===== config.mk =====
export PLATFORM = sky130hd
export DESIGN_NAME = rx_deinterleaver_wifi
export DESIGN_NICKNAME = d
export VERILOG_FILES = /design/src/rtl/rx_deinterleaver_wifi_pkg.sv /design/src/rtl/deint_addr_gen_wifi.sv /design/src/rtl/rx_deinterleaver_wifi.sv
export SDC_FILE = /design/constraint.sdc
export NUM_CORES = 1
export LEC_CHECK = 0
export BUFFER_PORTS_ARGS = -buffer_cell sky130_fd_sc_hd__buf_2
export CORE_MARGIN = 10
export CORE_UTILIZATION = 30
export DETAILED_ROUTE_END_ITERATION = 10
export PLACE_DENSITY = 0.42
export SKIP_CTS_REPAIR_TIMING = 1
export SYNTH_ARGS = -nofsm -noshare
export SYNTH_HDL_FRONTEND = slang
export SYNTH_SLANG_ARGS = --single-unit

===== constraint.sdc =====
create_clock -name clk -period 5 [get_ports clk]
set_input_delay 0.5 -clock clk [delete_from_list [all_inputs] [get_ports clk]]
set_output_delay 0.5 -clock clk [all_outputs]
set_load 0.005 [all_outputs]

===== src/rtl/rx_deinterleaver_wifi_pkg.sv =====
// Shared constants for the wifi BPSK (de)interleaver pair.
// Bank geometry and reader state encoding.
package rx_deinterleaver_wifi_pkg;

  localparam int N_CBPS = 48;
  localparam int N_COL  = 16;
  localparam int N_ROW  = 3;
  localparam int AW     = 6;

  localparam logic [AW-1:0] LAST_ADDR = AW'(N_CBPS - 1);

  typedef enum logic {
    IDLE = 1'b0,
    READ = 1'b1
  } rd_state_t;

endpackage


===== src/rtl/deint_addr_gen_wifi.sv =====
// Write address generator: k = 16*(j mod 3) + j/3 from
// a mod-3 and a div-3 counter, plus a block-complete strobe.
module deint_addr_gen_wifi
  import rx_deinterleaver_wifi_pkg::*;
(
  input  logic          clk,
  input  logic          reset,
  input  logic          clear,
  input  logic          step,
  output logic [AW-1:0] addr,
  output logic          block_done
);

  logic [1:0] mod_cnt;
  logic [3:0] div_cnt;
  logic [AW-1:0] base;

  // Row base selected by j mod 3; no multiplier needed.
  always_comb begin
    base = '0;
    unique case (1'b1)
      (mod_cnt == 2'd1): base = AW'(N_COL);
      (mod_cnt == 2'd2): base = AW'(N_COL + N_COL);
      default:           base = '0;
    endcase
    addr       = base + {2'b00, div_cnt};
    block_done = step && (mod_cnt == 2'd2)
                 && (div_cnt == 4'(N_COL - 1));
  end

  // Counters advance per accepted bit; div wraps 15->0 at block end.
  always_ff @(posedge clk) begin
    if (reset || clear) begin
      mod_cnt <= '0;
      div_cnt <= '0;
    end else if (step) begin
      if (mod_cnt == 2'(N_ROW - 1)) begin
        mod_cnt <= '0;
        div_cnt <= div_cnt + 4'd1;
      end else begin
        mod_cnt <= mod_cnt + 2'd1;
      end
    end
  end

endmodule


===== src/rtl/rx_deinterleaver_wifi.sv =====
// Wifi RX block deinterleaver, BPSK, ping-pong 48-bit banks.
// Scattered writes, sequential registered reads.
module rx_deinterleaver_wifi
  import rx_deinterleaver_wifi_pkg::*;
#(
  parameter int N_CBPS = rx_deinterleaver_wifi_pkg::N_CBPS
) (
  input  logic clk,
  input  logic reset,
  input  logic enable,
  input  logic valid_in,
  input  logic data_in,
  output logic valid_out,
  output logic data_out,
  output logic finished
);

  logic [N_CBPS-1:0] bank [2];
  logic [1:0]    full;
  logic          wr_sel;
  logic          rd_sel;
  logic [AW-1:0] rd_addr;
  rd_state_t     state;

  logic          clr;
  logic          wr_en;
  logic [AW-1:0] wr_addr;
  logic          blk_done;

  rd_state_t     state_n;
  logic          rd_sel_n;
  logic [AW-1:0] rd_addr_n;
  logic          rd_en;
  logic          rd_bank;
  logic [AW-1:0] rd_idx;
  logic          rd_last;
  logic          clr_full;

  assign clr   = reset || !enable;
  assign wr_en = enable && valid_in && !full[wr_sel];

  deint_addr_gen_wifi u_addr_gen (
    .clk        (clk),
    .reset      (reset),
    .clear      (!enable),
    .step       (wr_en),
    .addr       (wr_addr),
    .block_done (blk_done)
  );

  // Bank storage; stale data is masked by the full flags.
  always_ff @(posedge clk) begin
    if (wr_en) begin
      bank[wr_sel][wr_addr] <= data_in;
    end
  end

  // Writer bank select and full flags.
  always_ff @(posedge clk) begin
    if (clr) begin
      wr_sel <= 1'b0;
      full   <= '0;
    end else begin
      if (clr_full) full[rd_sel] <= 1'b0;
      if (blk_done) begin
        full[wr_sel] <= 1'b1;
        wr_sel       <= !wr_sel;
      end
    end
  end

  // Reader next state: IDLE emits addr 0 at once to hit latency.
  always_comb begin
    state_n   = state;
    rd_sel_n  = rd_sel;
    rd_addr_n = rd_addr;
    rd_en     = 1'b0;
    rd_bank   = rd_sel;
    rd_idx    = rd_addr;
    clr_full  = 1'b0;
    unique case (state)
      IDLE: begin
        if (|full) begin
          rd_bank   = (&full) ? wr_sel : full[1];
          rd_idx    = '0;
          rd_en     = 1'b1;
          rd_sel_n  = rd_bank;
          rd_addr_n = AW'(1);
          state_n   = READ;
        end
      end
      READ: begin
        rd_en = 1'b1;
        if (rd_addr == LAST_ADDR) begin
          clr_full  = 1'b1;
          rd_addr_n = '0;
          if (full[!rd_sel]) begin
            rd_sel_n = !rd_sel;
            state_n  = READ;
          end else begin
            state_n  = IDLE;
          end
        end else begin
          rd_addr_n = rd_addr + AW'(1);
        end
      end
      default: state_n = IDLE;
    endcase
    rd_last = rd_en && (rd_idx == LAST_ADDR);
  end

  // Reader state register.
  always_ff @(posedge clk) begin
    if (clr) begin
      state   <= IDLE;
      rd_sel  <= 1'b0;
      rd_addr <= '0;
    end else begin
      state   <= state_n;
      rd_sel  <= rd_sel_n;
      rd_addr <= rd_addr_n;
    end
  end

  // Registered output; data forced low when not valid.
  always_ff @(posedge clk) begin
    if (clr) begin
      valid_out <= 1'b0;
      data_out  <= 1'b0;
      finished  <= 1'b0;
    end else begin
      valid_out <= rd_en;
      data_out  <= rd_en && bank[rd_bank][rd_idx];
      finished  <= rd_last;
    end
  end

endmodule


== After elaboration in Yosys (flattened, before gate mapping) ==
Memories as Yosys holds them, arrays and structs flattened.
Index checks and enable logic that the tools add are counted.

* Bits in writable memories: 96
* Memories kept: 1
* Output and inout bits: 3
* Flip-flop bits (word level): 20
* Logic and storage cells: 90

{| class="wikitable"
|+ Memory list
! name !! depth !! bits a word !! rd ports !! clocked after Yosys merged registers in !! write ports !! RTL line !! text
|-
| bank || 2 || 48 || 1 || 0 || 1 || rx_deinterleaver_wifi.sv:18 || <nowiki>logic [N_CBPS-1:0] bank [2];</nowiki>
|}

* Equality and inequality tests: 8
* Bitwise operators: 4
* $lt $le $gt $ge: 8
* Add/subtract/negate cells: 4
* Reductions and logical operators: 18
* Muxes and demuxes: 37

{| class="wikitable"
|+ Operators with widths
! operator !! count
|-
| $mux W48 || 1
|-
| $mux W6 || 4
|-
| $pmux W6 S2 || 2
|-
| $mux W1 || 19
|-
| $lt A6 B7 Y1 const B || 2
|-
| $eq A6 B6 Y1 const B || 2
|-
| $logic_and A1 B1 Y1 || 9
|-
| $mux W2 || 4
|-
| $add A6 B1 Y6 const B || 1
|-
| $add A6 B4 Y6 || 1
|-
| $bmux W1 S6 || 1
|-
| $demux W1 S6 || 1
|-
| $ge A6 B1 Y1 const B || 1
|-
| $lt A1 B2 Y1 const B || 3
|-
| $pmux W1 S2 || 3
|-
| $reduce_and A2 Y1 || 3
|-
| $add A4 B1 Y4 const B || 1
|-
| $eq A4 B4 Y1 const B || 1
|-
| $logic_not A1 Y1 || 4
|-
| $ne A2 B1 Y1 const B || 2
|-
| $add A2 B1 Y2 const B || 1
|-
| $and A2 B2 Y2 || 1
|-
| $demux W1 S1 || 2
|-
| $eq A2 B1 Y1 const B || 1
|-
| other kinds (8) || 9
|}

== Longest topological paths before layout ==
* Depth after elaboration: 10
* Gate-level depth with buffers: 11
* Depth with buffers taken out: 7

== Modules after synthesis ==
A second synthesis with hierarchy kept.

* Cell total of the unflattened synthesis: 523
* Area, all modules: 5456.5 um^2

{| class="wikitable"
|+ Modules (own cells, without submodules)
! module !! area an instance (um^2) !! cells an instance !! times used !! sequential area each (um^2)
|-
| rx_deinterleaver_wifi || 5170.0 || 492 || 1 || 3163.0
|-
| deint_addr_gen_wifi || 286.5 || 31 || 1 || 120.1
|}

== Worst setup path before layout ==
Ideal clock, no wire load.

* Kind: register to register
* Start point: register full[0]
* End point: register data_out
* Slack: 2.851 ns
* Period minus slack after synthesis: 2.149 ns
* Buffers on the path: 3
* Required time: 4.867 ns
* Arrival: 2.016 ns
* Cell stages (with the launch flop): 11
* Cell sequence: dfxtp_1 buf_6 nor2b_4 buf_6 o22ai_4 buf_6 mux2_1 o211ai_2 a21oi_1 o32ai_1 o211ai_1

* Cells in the longest elaborated chain, start to end: 8
* Elaborated cells between the ends (all ways): 13
* Those cells by class: mux: 9; reduce/logical: 3; memory: 1

{| class="wikitable"
|+ RTL lines
! item !! RTL line !! text
|-
| start: declaration || rx_deinterleaver_wifi.sv:19 || <nowiki>logic [1:0] full;</nowiki>
|-
| start signal: assignment || rx_deinterleaver_wifi.sv:62 || <nowiki>full <= '0;</nowiki>
|-
| start signal: indexed assignment || rx_deinterleaver_wifi.sv:64 || <nowiki>if (clr_full) full[rd_sel] <= 1'b0;</nowiki>
|-
| start signal: indexed assignment || rx_deinterleaver_wifi.sv:66 || <nowiki>full[wr_sel] <= 1'b1;</nowiki>
|-
| $reduce_and A2 Y1 || rx_deinterleaver_wifi.sv:84 || <nowiki>rd_bank = (&full) ? wr_sel : full[1];</nowiki>
|-
| $mux W1 || rx_deinterleaver_wifi.sv:84 ||
|-
| $mux W1 || - ||
|-
| $mux W1 || rx_deinterleaver_wifi.sv:81 || <nowiki>unique case (state)</nowiki>
|-
| $mem_v2 Z2 W48 || - ||
|-
| $bmux W1 S6 || rx_deinterleaver_wifi.sv:133 || <nowiki>data_out <= rd_en && bank[rd_bank][rd_idx];</nowiki>
|-
| $mux W1 (implied by the code) || rx_deinterleaver_wifi.sv:133 ||
|-
| $logic_and A1 B1 Y1 (*) || rx_deinterleaver_wifi.sv:133 ||
|-
| end signal: assignment || rx_deinterleaver_wifi.sv:133 ||
|-
| end: declaration || rx_deinterleaver_wifi.sv:14 || <nowiki>output logic data_out,</nowiki>
|}

Mark *: on every way between the ends. The rest lies on a longest branch, timed or not. The select of a mux whose other input is x is not followed.
A chain may end at the register's enable or synchronous reset.

== Final worst setup path ==
* Start point: register state
* End point: register data_out

* Cells in the longest elaborated chain, start to end: 5
* Elaborated cells between the ends (all ways): 8
* Those cells by class: mux: 5; bitwise: 1; reduce/logical: 1; memory: 1

{| class="wikitable"
|+ RTL lines
! item !! RTL line !! text
|-
| start: declaration || rx_deinterleaver_wifi.sv:23 || <nowiki>rd_state_t state;</nowiki>
|-
| start signal: assignment || rx_deinterleaver_wifi.sv:119 || <nowiki>state <= state_n;</nowiki>
|-
| $mux W1 || rx_deinterleaver_wifi.sv:81 ||
|-
| $mem_v2 Z2 W48 || - ||
|-
| $bmux W1 S6 || rx_deinterleaver_wifi.sv:133 ||
|-
| $mux W1 (implied by the code) || rx_deinterleaver_wifi.sv:133 ||
|-
| $logic_and A1 B1 Y1 (*) || rx_deinterleaver_wifi.sv:133 ||
|}

Marked as above.

==> impl_metrics.py <==
metrics = {
    "clock_network": {
        "cts_root_buffer": "clkbuf_16",
        "cts_buffers": 17,
        "cts_tree": "yes",
        "htreeDepth": 4,
        "cts_buffer_depth": 2,
        "clkTransAtPathRegs_ps": 50,
        "clkLatencyLatePin_ps": 420,
        "clock-sinks": 116,
    },
    "synth": {
        "syn_area_sq_um": 5520,
        "synth-main-ff-cell": "edfxtp_1",
        "yosys_warnings": 0,
        "ys_seq_area_frac": 0.595,
        "synth.distinct_cells": 64,
        "ys_ff_latch": 116,
        "syn_nets": 515,
        "synth_edf_count": 96,
        "synth_area_per_cell_sq_um": 10.9,
        "async_flop_share": 0,
        "synthCells": 504,
    },
    "pwr": {
        "pwr-share-comb": 0.011,
        "p_int_uw": 1870,
        "p_switching_uw": 442,
        "leakage_uw": 0.00199,
        "max-vdd-ir-drop_mv": 0.184,
        "clkPwrFrac": 0.537,
        "power.share.sequential": 0.452,
        "swShare": 0.191,
        "power.density_nw_per_um2": 368,
    },
    "sta": {
        "finalSetupViolations": 0,
        "skew_ps": 8.54,
        "rsz0062_at_grt": "no",
        "fmax_mhz": 325,
        "period_needed_ps": 3070,
        "hold_viol": 0,
        "fin_crit_sh": 0.615,
        "slew_headroom": 0.395,
        "tightestPinTransition_ps": 908,
        "drv_slew": 0,
        "fin_tns_setup_ps": 0,
    },
    "cells_and_area": {
        "fillCellCount": 1875,
        "drive_gt1_frac": 0.109,
        "antenna_cells": 0,
        "multi_input_area_sq_um": 2030,
        "stdcell_count": 744,
        "final_area_sq_um": 6300,
        "nNetsFinal": 513,
        "seqCellArea_sq_um": 3280,
        "syn_to_final_growth_pct": 14.2,
    },
    "critical_path": {
        "crit_family": "compound AO/OA/AOI/OAI gates",
        "path_cells": "and2b_4 > o22ai_4 > buf_4 > mux2_2 > o21ai_0 > a211oi_2 > and4bb_1 > o211ai_1",
        "critPathLaunchType": "flip-flop",
        "slowest_delay_ps": 730,
        "critPathRequiredTime_ps": 5280,
        "rr_worst_depth": 8,
        "reg2reg_slack_ps": 1930,
        "critPathBufInv": 1,
        "reg2reg_to": "data_out$_SDFF_PP0_",
        "worstSetupEndpointType": "flip-flop",
        "cp_max_fo": 22,
        "cp_data_arrival_time_ps": 3360,
        "crit_type": "flip-flop to flip-flop",
        "crit_slowest_cell": "dfxtp_1",
        "rr_startpoint": "state$_SDFF_PP0_",
    },
    "floorplanning": {
        "dieArea_sq_um": 24200,
        "die_h_microns": 156,
        "coreArea_sq_um": 18000,
        "die_x_microns": 156,
        "io_pins": 8,
        "std_cell_rows": 49,
        "start_util": 0.306,
    },
    "global_routing": {
        "grt_max_degree": 97,
        "grt_first_pass_wirelength_microns": 23100,
        "grt.total_usage": 0.127,
        "grt_overflow_total": 0,
        "antenna_found_initial": 0,
        "grt_pass1_vias": 3880,
    },
    "worst_hold_path": {
        "min-delay-start": "reset",
        "hp-class": "primary input to flip-flop",
        "hold-path-endpoint": "full[0]$_SDFF_PP0_",
        "whs_path_depth": 3,
    },
    "place": {
        "portBuffers": 7,
        "hpwl_microns": 9400,
        "gp_congestion": 0.785,
        "place_inst": 712,
        "place_area_sq_um": 5700,
    },
    "detailed_routing": {
        "num_vias": 3854,
        "first_pass_iters": 5,
        "drc": 0,
        "viasPerCell": 5.18,
        "wl_microns": 14800,
        "final_antenna_net_count": 0,
        "wl_per_cell_microns": 19.9,
        "initialDrtViolationCount": 257,
    },
    "status": {
        "status": "finished clean",
    },
    "run": {
        "drv_cap": 0,
    },
}
[worst register-to-register path: stages, from the launching register on]
cell      delay (ps)
dfxtp_1          730
and2b_4          300
o22ai_4          560
buf_4            340
mux2_2           350
o21ai_0          210
a211oi_2          50
and4bb_1         310
o211ai_1          90
[cells in the final DEF (no fill, tap or decap), drive strengths merged, types with 3 or more instances in the layout]
cell type,Yosys,layout
nor2,116,116
edfxtp,96,96
nand2,53,53
dfxtp,20,20
nand3,19,19
clkbuf,24,19
o21ai,14,14
buf,11,14
mux2i,13,13
and3,13,13
a211oi,11,11
a21oi,9,9
clkinv,0,9
nand4,6,6
ha,6,6
nor3,6,6
nor2b,6,6
inv,5,5
and2,5,5
nand2b,5,5
a31oi,5,5
a32oi,5,5
o221ai,5,5
nand3b,4,4
bufinv,0,4
o211ai,4,4
nor4,3,3
mux2,3,3
mux4,3,3
[routing by layer]
metal | part of all wire | track usage
met1 | 0.48 | 0.166
met2 | 0.48 | 0.200
met3 | 0.024 | 0.0276
met4 | 0.020 | 0.0544
met5 | 0 | 0
[flip-flops by register name, indices dropped and copies added (netlist names)]
signal              flops
bank                   96
rd_addr                 6
u_addr_gen.div_cnt      4
full                    2
u_addr_gen.mod_cnt      2
data_out                1
finished                1
rd_sel                  1
state                   1
valid_out               1
wr_sel                  1
[how the worst max path moves through the flow]
| stage | from | end | slack [ps] | depth (start not counted) |
|---|---|---|---|---|
| after floorplan | full[0]$_SDFF_PP0_ | data_out$_SDFF_PP0_ | 2850 | 10 |
| after global placement | state$_SDFF_PP0_ | data_out$_SDFF_PP0_ | 2000 | 8 |
| after detailed placement | state$_SDFF_PP0_ | data_out$_SDFF_PP0_ | 1930 | 8 |
| after CTS | state$_SDFF_PP0_ | data_out$_SDFF_PP0_ | 1920 | 8 |
| after global routing | state$_SDFF_PP0_ | data_out$_SDFF_PP0_ | 1700 | 8 |
| final | state$_SDFF_PP0_ | data_out$_SDFF_PP0_ | 1930 | 8 |
[through the flow]
step,hold slack [ps],total power [uW],setup slack (ps),util
6_report,426,2320,1930,0.349
5_1_grt,434,2390,1700,0.349
4_1_cts,409,2340,1920,0.349
3_5_place_dp,526,1090,1930,0.316
3_3_place_gp,516,1090,2000,0.316
2_1_floorplan,487,1070,2850,-
[power by group through the flow]
stage / combinational (uW) / sequential, uW / clock (uW)
after detailed placement: 24.7 / 1070 / 0
after global routing: 27.3 / 1050 / 1320
final: 24.4 / 1050 / 1240
after CTS: 24.8 / 1050 / 1270
after floorplan: 8.31 / 1070 / 0
after global placement: 24.1 / 1070 / 0
[synthesized netlist by cell type, drive strengths merged, types with 2 or more instances]
library cell | count | area (sq um)
mux2 | 3 | 33.8
a32o | 2 | 20.0
o22ai | 2 | 32.5
a21o | 2 | 15.0
nor4 | 3 | 25.0
nor3 | 6 | 35.0
inv | 5 | 18.8
a21oi | 9 | 45.0
a22o | 2 | 17.5
o211ai | 4 | 35.0
buf | 11 | 96.3
edfxtp | 96 | 2880
nor2b | 6 | 45.0
xnor2 | 2 | 17.5
clkbuf | 24 | 91.3
and3 | 13 | 81.3
nand3 | 19 | 95.1
nor2 | 116 | 435
xor2 | 2 | 17.5
nand3b | 4 | 30.0
o21ai | 14 | 70.1
nand2b | 5 | 31.3
a211oi | 11 | 87.6
or3b | 2 | 17.5
o21bai | 2 | 18.8
nor3b | 2 | 15.0
a31oi | 5 | 31.3
mux4 | 3 | 75.1
and2 | 5 | 31.3
mux2i | 13 | 130
nand2 | 53 | 199
o221ai | 5 | 43.8
nand4 | 6 | 37.5
ha | 6 | 75.1
a311oi | 2 | 17.5
dfxtp | 20 | 400
or2 | 2 | 12.5
a32oi | 5 | 43.8
[cell families (layout without fill, tap and decap cells)]
family / after synthesis / in the layout / synth area share
AND/OR/NAND/NOR: 248 / 248 / 0.208
flip-flops: 116 / 116 / 0.595
AO/OA/AOI/OAI: 71 / 71 / 0.0957
buffers and inverters: 40 / 51 / 0.0374
multiplexers: 19 / 19 / 0.0433
adder cells (fa/ha/maj): 6 / 6 / 0.0136
XOR/XNOR: 4 / 4 / 0.00635
[layout make-up]
class / count / share of cell area
Sequential cell: 116 / 0.521
Multi-Input combinational cell: 348 / 0.322
Clock buffer: 19 / 0.0687
Tap cell: 229 / 0.0455
Clock inverter: 13 / 0.0260
Timing Repair Buffer: 14 / 0.0139
Inverter: 5 / 0.00298
Power figures use the tool's default switching activity.
